$ cat config.mk
export PLATFORM = sky130hd
export DESIGN_NAME = rpsc_reset_ctrl_flat
export DESIGN_NICKNAME = d
export VERILOG_FILES = /design/src/rtl/rpsc_pkg.sv /design/src/rtl/rpsc_reset_ctrl_if.sv /design/src/rtl/rpsc_debounce.sv /design/src/rtl/rpsc_reset_ctrl.sv /design/src/flat_wrapper.sv
export SDC_FILE = /design/constraint.sdc
export NUM_CORES = 1
export LEC_CHECK = 0
export CORE_MARGIN = 3
export CORE_UTILIZATION = 35
export DETAILED_ROUTE_END_ITERATION = 8
export SYNTH_ARGS = -nofsm -noshare
export SYNTH_HDL_FRONTEND = slang
export SYNTH_SLANG_ARGS = --single-unit
export TNS_END_PERCENT = 30
$ cat constraint.sdc
create_clock -name clk -period 1.8 [get_ports clk]
set_clock_uncertainty 0.15 [all_clocks]
set_input_delay 0.54 -clock clk [delete_from_list [all_inputs] [get_ports clk]]
set_output_delay 0.54 -clock clk [all_outputs]
set_load 0.02 [all_outputs]
$ cat src/rtl/rpsc_pkg.sv
// Shared types and default timing for the RPSC reset/lamp-test controller.
package rpsc_pkg;

  typedef enum logic [1:0] {
    ST_POR    = 2'd0,
    ST_IDLE   = 2'd1,
    ST_PULSE  = 2'd2,
    ST_SETTLE = 2'd3
  } rpsc_state_e;

  localparam int unsigned DEF_DEBOUNCE_CYCLES = 16;
  localparam int unsigned DEF_PULSE_CYCLES    = 8;
  localparam int unsigned DEF_SETTLE_CYCLES   = 32;
  localparam int unsigned DEF_LA_TIMEOUT      = 1024;

  function automatic int unsigned rpsc_max3(input int unsigned a, input int unsigned b,
                                            input int unsigned c);
    int unsigned m;
    m = (a > b) ? a : b;
    return (m > c) ? m : c;
  endfunction

endpackage

$ cat src/rtl/rpsc_reset_ctrl_if.sv
// Panel-side inputs and card fan-out lines of the reset controller.
interface rpsc_reset_ctrl_if;
  logic btn_reset_raw;
  logic btn_la_raw;
  logic hold_key;
  logic fault_any;
  logic card_reset;
  logic card_reset_hold_error;
  logic card_LA_Test;
  logic busy;
  logic reset_failed;

  // master is the controller itself; slave is the panel/card side.
  modport master (
    input  btn_reset_raw, btn_la_raw, hold_key, fault_any,
    output card_reset, card_reset_hold_error, card_LA_Test, busy, reset_failed
  );
  modport slave (
    output btn_reset_raw, btn_la_raw, hold_key, fault_any,
    input  card_reset, card_reset_hold_error, card_LA_Test, busy, reset_failed
  );
endinterface

$ cat src/rtl/rpsc_debounce.sv
// 2-FF synchronizer followed by a consecutive-sample debouncer with a rise pulse.
module rpsc_debounce
  import rpsc_pkg::*;
#(
  parameter int unsigned DEBOUNCE_CYCLES = DEF_DEBOUNCE_CYCLES
) (
  input  logic clk,
  input  logic reset,
  input  logic raw,
  output logic level,
  output logic rise
);
  localparam int unsigned CW = $clog2(DEBOUNCE_CYCLES + 1);

  logic [1:0]    sync_q;
  logic          level_q, level_d;
  logic          rise_q, rise_d;
  logic [CW-1:0] cnt_q, cnt_d;

  // Count only while the synchronized level disagrees; any agreement restarts it.
  always_comb begin
    level_d = level_q;
    rise_d  = 1'b0;
    cnt_d   = '0;
    if (sync_q[1] != level_q) begin
      if (cnt_q == CW'(DEBOUNCE_CYCLES - 1)) begin
        level_d = sync_q[1];
        rise_d  = sync_q[1];
      end else begin
        cnt_d = cnt_q + 1'b1;
      end
    end
  end

  always_ff @(posedge clk) begin
    if (reset) begin
      sync_q  <= '0;
      level_q <= 1'b0;
      rise_q  <= 1'b0;
      cnt_q   <= '0;
    end else begin
      sync_q  <= {sync_q[0], raw};
      level_q <= level_d;
      rise_q  <= rise_d;
      cnt_q   <= cnt_d;
    end
  end

  assign level = level_q;
  assign rise  = rise_q;
endmodule

$ cat src/rtl/rpsc_reset_ctrl.sv
// Debounces RESET/LAMP TEST and sequences the card reset, hold-error and lamp-test lines.
module rpsc_reset_ctrl
  import rpsc_pkg::*;
#(
  parameter int unsigned DEBOUNCE_CYCLES = DEF_DEBOUNCE_CYCLES,
  parameter int unsigned PULSE_CYCLES    = DEF_PULSE_CYCLES,
  parameter int unsigned SETTLE_CYCLES   = DEF_SETTLE_CYCLES,
  parameter int unsigned LA_TIMEOUT      = DEF_LA_TIMEOUT
) (
  input  logic clk,
  input  logic reset,
  rpsc_reset_ctrl_if.master bus
);
  localparam int unsigned CW = $clog2(rpsc_max3(PULSE_CYCLES, SETTLE_CYCLES, LA_TIMEOUT) + 1);

  logic rst_lvl, rst_rise, la_lvl, la_rise;

  rpsc_debounce #(.DEBOUNCE_CYCLES(DEBOUNCE_CYCLES)) u_db_reset (
    .clk(clk), .reset(reset), .raw(bus.btn_reset_raw), .level(rst_lvl), .rise(rst_rise)
  );
  rpsc_debounce #(.DEBOUNCE_CYCLES(DEBOUNCE_CYCLES)) u_db_la (
    .clk(clk), .reset(reset), .raw(bus.btn_la_raw), .level(la_lvl), .rise(la_rise)
  );

  rpsc_state_e   state_q, state_d;
  logic [CW-1:0] cnt_q, cnt_d, la_cnt_q, la_cnt_d;
  logic          hold_sel_q, hold_sel_d, por_arm_q, por_arm_d;
  logic          la_on_q, la_on_d, rf_q, rf_d;
  logic          busy_q, busy_d, crst_q, crst_d, chre_q, chre_d;

  always_comb begin
    state_d    = state_q;
    cnt_d      = cnt_q;
    hold_sel_d = hold_sel_q;
    por_arm_d  = 1'b1;
    rf_d       = rf_q;
    la_on_d    = 1'b0;
    la_cnt_d   = la_cnt_q;
    case (state_q)
      // POR is held for the first cycle after release, then always clears hold latches.
      ST_POR: if (por_arm_q) begin
        state_d    = ST_PULSE;
        hold_sel_d = 1'b1;
        cnt_d      = '0;
      end
      ST_IDLE: if (rst_rise && rst_lvl) begin
        state_d    = ST_PULSE;
        hold_sel_d = bus.hold_key;
        cnt_d      = '0;
      end
      ST_PULSE: if (cnt_q == CW'(PULSE_CYCLES - 1)) begin
        state_d = ST_SETTLE;
        cnt_d   = '0;
      end else begin
        cnt_d = cnt_q + 1'b1;
      end
      ST_SETTLE: if (cnt_q == CW'(SETTLE_CYCLES - 1)) begin
        state_d = ST_IDLE;
        cnt_d   = '0;
        rf_d    = rf_q | bus.fault_any;
      end else begin
        cnt_d = cnt_q + 1'b1;
      end
      default: state_d = ST_POR;
    endcase
    if (state_d == ST_PULSE && state_q != ST_PULSE) rf_d = 1'b0;

    // Lamp test only starts on a fresh edge seen while staying in IDLE.
    if (state_q == ST_IDLE && state_d == ST_IDLE) begin
      if (la_rise) begin
        la_on_d  = 1'b1;
        la_cnt_d = CW'(1);
      end else if (la_on_q && la_lvl && la_cnt_q < CW'(LA_TIMEOUT)) begin
        la_on_d  = 1'b1;
        la_cnt_d = la_cnt_q + 1'b1;
      end
    end

    busy_d = (state_d != ST_IDLE);
    crst_d = (state_d == ST_PULSE);
    chre_d = (state_d == ST_PULSE) && hold_sel_d;
  end

  always_ff @(posedge clk) begin
    if (reset) begin
      state_q    <= ST_POR;
      cnt_q      <= '0;
      la_cnt_q   <= '0;
      hold_sel_q <= 1'b0;
      por_arm_q  <= 1'b0;
      la_on_q    <= 1'b0;
      rf_q       <= 1'b0;
      busy_q     <= 1'b0;
      crst_q     <= 1'b0;
      chre_q     <= 1'b0;
    end else begin
      state_q    <= state_d;
      cnt_q      <= cnt_d;
      la_cnt_q   <= la_cnt_d;
      hold_sel_q <= hold_sel_d;
      por_arm_q  <= por_arm_d;
      la_on_q    <= la_on_d;
      rf_q       <= rf_d;
      busy_q     <= busy_d;
      crst_q     <= crst_d;
      chre_q     <= chre_d;
    end
  end

  assign bus.card_reset            = crst_q;
  assign bus.card_reset_hold_error = chre_q;
  assign bus.card_LA_Test          = la_on_q;
  assign bus.busy                  = busy_q;
  assign bus.reset_failed          = rf_q;
endmodule

$ cat src/flat_wrapper.sv
// flat-port wrapper written by rule: the top's interface ports become plain ports
module rpsc_reset_ctrl_flat import rpsc_pkg::*;
#(
  parameter int unsigned DEBOUNCE_CYCLES = DEF_DEBOUNCE_CYCLES,
  parameter int unsigned PULSE_CYCLES    = DEF_PULSE_CYCLES,
  parameter int unsigned SETTLE_CYCLES   = DEF_SETTLE_CYCLES,
  parameter int unsigned LA_TIMEOUT      = DEF_LA_TIMEOUT
)
  (clk, reset, bus_btn_reset_raw, bus_btn_la_raw, bus_hold_key, bus_fault_any, bus_card_reset, bus_card_reset_hold_error, bus_card_LA_Test, bus_busy, bus_reset_failed);
  rpsc_reset_ctrl_if bus_i ();
  input  logic clk;
  input  logic reset;
  input wire logic [$bits(bus_i.btn_reset_raw)-1:0] bus_btn_reset_raw;
  input wire logic [$bits(bus_i.btn_la_raw)-1:0] bus_btn_la_raw;
  input wire logic [$bits(bus_i.hold_key)-1:0] bus_hold_key;
  input wire logic [$bits(bus_i.fault_any)-1:0] bus_fault_any;
  output wire logic [$bits(bus_i.card_reset)-1:0] bus_card_reset;
  output wire logic [$bits(bus_i.card_reset_hold_error)-1:0] bus_card_reset_hold_error;
  output wire logic [$bits(bus_i.card_LA_Test)-1:0] bus_card_LA_Test;
  output wire logic [$bits(bus_i.busy)-1:0] bus_busy;
  output wire logic [$bits(bus_i.reset_failed)-1:0] bus_reset_failed;
  assign bus_i.btn_reset_raw = bus_btn_reset_raw;
  assign bus_i.btn_la_raw = bus_btn_la_raw;
  assign bus_i.hold_key = bus_hold_key;
  assign bus_i.fault_any = bus_fault_any;
  assign bus_card_reset = bus_i.card_reset;
  assign bus_card_reset_hold_error = bus_i.card_reset_hold_error;
  assign bus_card_LA_Test = bus_i.card_LA_Test;
  assign bus_busy = bus_i.busy;
  assign bus_reset_failed = bus_i.reset_failed;
  rpsc_reset_ctrl #(.DEBOUNCE_CYCLES(DEBOUNCE_CYCLES), .PULSE_CYCLES(PULSE_CYCLES), .SETTLE_CYCLES(SETTLE_CYCLES), .LA_TIMEOUT(LA_TIMEOUT)) u_core (.clk(clk), .reset(reset), .bus(bus_i));
endmodule
==> impl_metrics.py <==
metrics = {
    "critical_path": {
        "worstSetupPathType": "flip-flop to flip-flop",
        "startpoint_type": "flip-flop",
        "critPathLaunch": "u_core.u_db_reset.cnt_q[0]",
        "required_ns": 1.89,
        "crit_arrival_ns": 1.81,
        "r2r_cells": 5,
        "worstSetupEndpointType": "flip-flop",
        "reg2reg_from": "u_core.u_db_reset.cnt_q[0]",
        "crit_fanout": 5,
    },
    "logic_synthesis": {
        "yosysUniqueCellTypes": 47,
        "postSynthCellCount": 226,
        "synth_top_area_share_pct": 45.5,
        "synth_commonest_cells": "dfxtp_1, a21oi_1, nor2_1",
        "syn_area_per_cell_um2": 9.54,
        "ys_seq_elements": 49,
        "synth_top_cells_by_area": "dfxtp_1, a21oi_1, ha_1",
        "synth_edf_count": 0,
        "yosys_warnings": 0,
        "syn_nets": 238,
        "synthArstFlopShare_pct": 0,
        "synthFlopType": "dfxtp_1",
        "synthMostInstantiatedCell": "dfxtp_1",
        "yosys.area.top_type": "dfxtp_1",
        "syn_area_um2": 2160,
        "yosysSeqAreaShare_pct": 45.5,
    },
    "timing": {
        "tightest_slew_ns": 0.485,
        "slew_violations": 0,
        "grt_setup_unrepaired": "true",
        "hold_viol_final": 0,
        "fin_crit_sh_pct": 95.2,
        "hold-worst-slack_ns": 0.276,
        "fmax_mhz": 584,
        "period_minus_slack_ns": 1.71,
        "relSlewSlack_pct": 67.3,
        "finalSetupViolations": 0,
    },
    "detailed_routing": {
        "postRouteAntennaNets": 0,
        "dr.first_iter.drc_count": 78,
        "wirelength_mm": 4.17,
        "routed_via_density": 5.25,
        "dr.pass1.iters": 4,
        "drc": 0,
        "routedWlPerCell_um": 12.3,
        "vias": 1773,
    },
    "finish": {
        "fin_nets": 277,
        "num_antenna_cells": 0,
        "seq_area_um2": 995,
        "multiInputGateArea_um2": 1160,
        "finalNonFillerCells": 338,
        "area_delta_synth_final_pct": 26.9,
        "drive_gt1_share_pct": 26.7,
        "nFillCells": 563,
    },
    "floorplan": {
        "pin_count": 11,
        "die_w_um": 84.5,
        "fp.dieH_um": 84.5,
        "core_um2": 5740,
        "start_util_pct": 37.5,
        "dieArea_um2": 7140,
        "placementRows": 27,
    },
    "min_path": {
        "holdPathStages": 1,
        "hold_path_class": "flip-flop to flip-flop",
        "min-delay-start": "u_core.u_db_la.cnt_q[0]",
    },
    "global_routing": {
        "antenna_found_initial": 0,
        "overflow": 0,
        "grt_start_max_net_pins": 17,
        "grt_pass1_vias": 1773,
        "groute.usage.overall_pct": 13.0,
        "grt_pass1_wl_mm": 7.74,
    },
    "clocking": {
        "clock-sinks": 49,
        "cts_setup_buffers": 0,
        "cts_tree": "yes",
        "cts-buffers-inserted": 5,
        "cts_max_level": 2,
        "clock_path_buffers": 2,
        "cts-root-buf": "clkbuf_8",
        "clk_latency_ns": 0.30,
        "clkTransAtPathRegs_ns": 0.09,
        "cts_hold_buf": 0,
    },
    "placement": {
        "gp_congestion": 0.773,
        "numPortBuffers": 10,
        "dp_hpwl_mm": 3.11,
        "dp.cells": 330,
    },
    "power": {
        "powerDensity_nw_per_um2": 741,
        "peakVddDrop_mv": 0.322,
        "leakagePower_nw": 0.990,
    },
    "job": {
        "max_cap_viol_count": 0,
    },
    "run_status": {
        "status": "finished clean",
    },
}
-- kinds of logic (layout without fill, tap and decap cells) --
logic type / Yosys count / in the layout / share of synthesized area (%)
AOI/OAI and AO/OA: 50 / 50 / 16.9
xor gates and xnor gates: 11 / 11 / 4.47
adders and majority gates: 6 / 6 / 3.48
buffers and inverters: 19 / 59 / 4.00
DFF: 49 / 49 / 45.5
muxes: 4 / 4 / 1.92
and+or+nand+nor: 87 / 87 / 23.7
-- worst max-delay path, stage by stage (launching register included) --
cell	delay, ns
dfxtp_1	0.33
ha_1	0.21
and3_1	0.19
ha_1	0.23
or3_4	0.42
nor2_1	0.12
-- metal layers --
layer	GRT usage (%)	routed length, um	up-vias	part of all wire [%]
met5	0	0	-	0
met4	4.75	54	0	1.3
met3	3.63	160	5	3.8
met2	21.4	1970	31	47
met1	16.2	1980	830	48
li1	-	-	907	-
-- state kept, by name (all words and copies together) (netlist names) --
name and flops:
u_core.u_db_reset.level 1, u_core.bus.card_reset_hold_error 1, u_core.u_db_la.cnt_q 5, u_core.state_q 2, u_core.bus.card_reset 1, u_core.bus.busy 1
u_core.bus.reset_failed 1, u_core.bus.card_LA_Test 1, u_core.hold_sel_q 1, u_core.la_cnt_q 11, u_core.por_arm_q 1, u_core.cnt_q 11
u_core.u_db_la.level 1, u_core.u_db_la.rise 1, u_core.u_db_reset.cnt_q 5, u_core.u_db_reset.sync_q 2, u_core.u_db_la.sync_q 2, u_core.u_db_reset.rise 1
-- worst paths after layout --
check | endpoint | slack (ns)
worst max-delay path | u_core.u_db_reset.cnt_q[3] | 0.09
worst min-delay path | u_core.u_db_la.cnt_q[0] | 0.28
worst max register to register | u_core.u_db_reset.cnt_q[3] | 0.09
worst min register to register | u_core.u_db_la.cnt_q[0] | 0.28
-- cell type report --
cell class              instances  share of cell area [%]
inverters                      11                    1.51
flip-flops and latches         49                    36.4
multi-input cells             158                    42.6
repair buffers                 40                    12.1
clock buffers                   5                    2.52
well taps                      72                    3.29
clock inverters                 3                    1.60
-- where the power goes --
| part | switching [mW] | internal (mW) |
|---|---|---|
| sequential | 0.00985 | 1.10 |
| combinational | 0.0637 | 0.0649 |
| clock | 0.373 | 0.417 |
| total | 0.446 | 1.58 |
-- stage by stage --
stage          utilization [%]  setup TNS, ns  cell area [um2]  worst slack (ns)  total power, mW
3_3_place_gp              44.3         -0.901             2550            -0.168             1.26
5_1_grt                   47.6        -0.0180             2740           -0.0175             2.12
2_1_floorplan                -              0             2160           0.00858             1.19
3_5_place_dp              44.3          -1.12             2550            -0.214             1.26
6_report                  47.6              0             2740            0.0868             2.03
4_1_cts                   46.4              0             2670            0.0180             2.05
-- repair_timing --
action | 4_1_cts | 5_1_grt
pin swaps | 0 | 3
setup endpoints to repair | 6 | 19
resized for setup | 7 | 23
-- placed cells by master, fill, tap and decap left out, types with 3 or more instances in the layout --
| cell | instances |
|---|---|
| and3_1 | 7 |
| nor2b_1 | 4 |
| or3_1 | 5 |
| dfxtp_2 | 8 |
| xor2_1 | 7 |
| a21oi_1 | 15 |
| dlygate4sd2_1 | 5 |
| o31ai_1 | 8 |
| ha_1 | 4 |
| clkbuf_8 | 5 |
| nor3_1 | 8 |
| a211oi_2 | 3 |
| dfxtp_1 | 40 |
| xnor2_1 | 4 |
| buf_4 | 29 |
| nor2_1 | 14 |
| inv_1 | 11 |
| nand3_1 | 8 |
| clkdlybuf4s50_1 | 5 |
| mux2i_1 | 3 |
| nand4_1 | 5 |
| o21ai_0 | 9 |
| or4_1 | 7 |
| nand2_1 | 8 |
(Power assumes the default switching activity.)
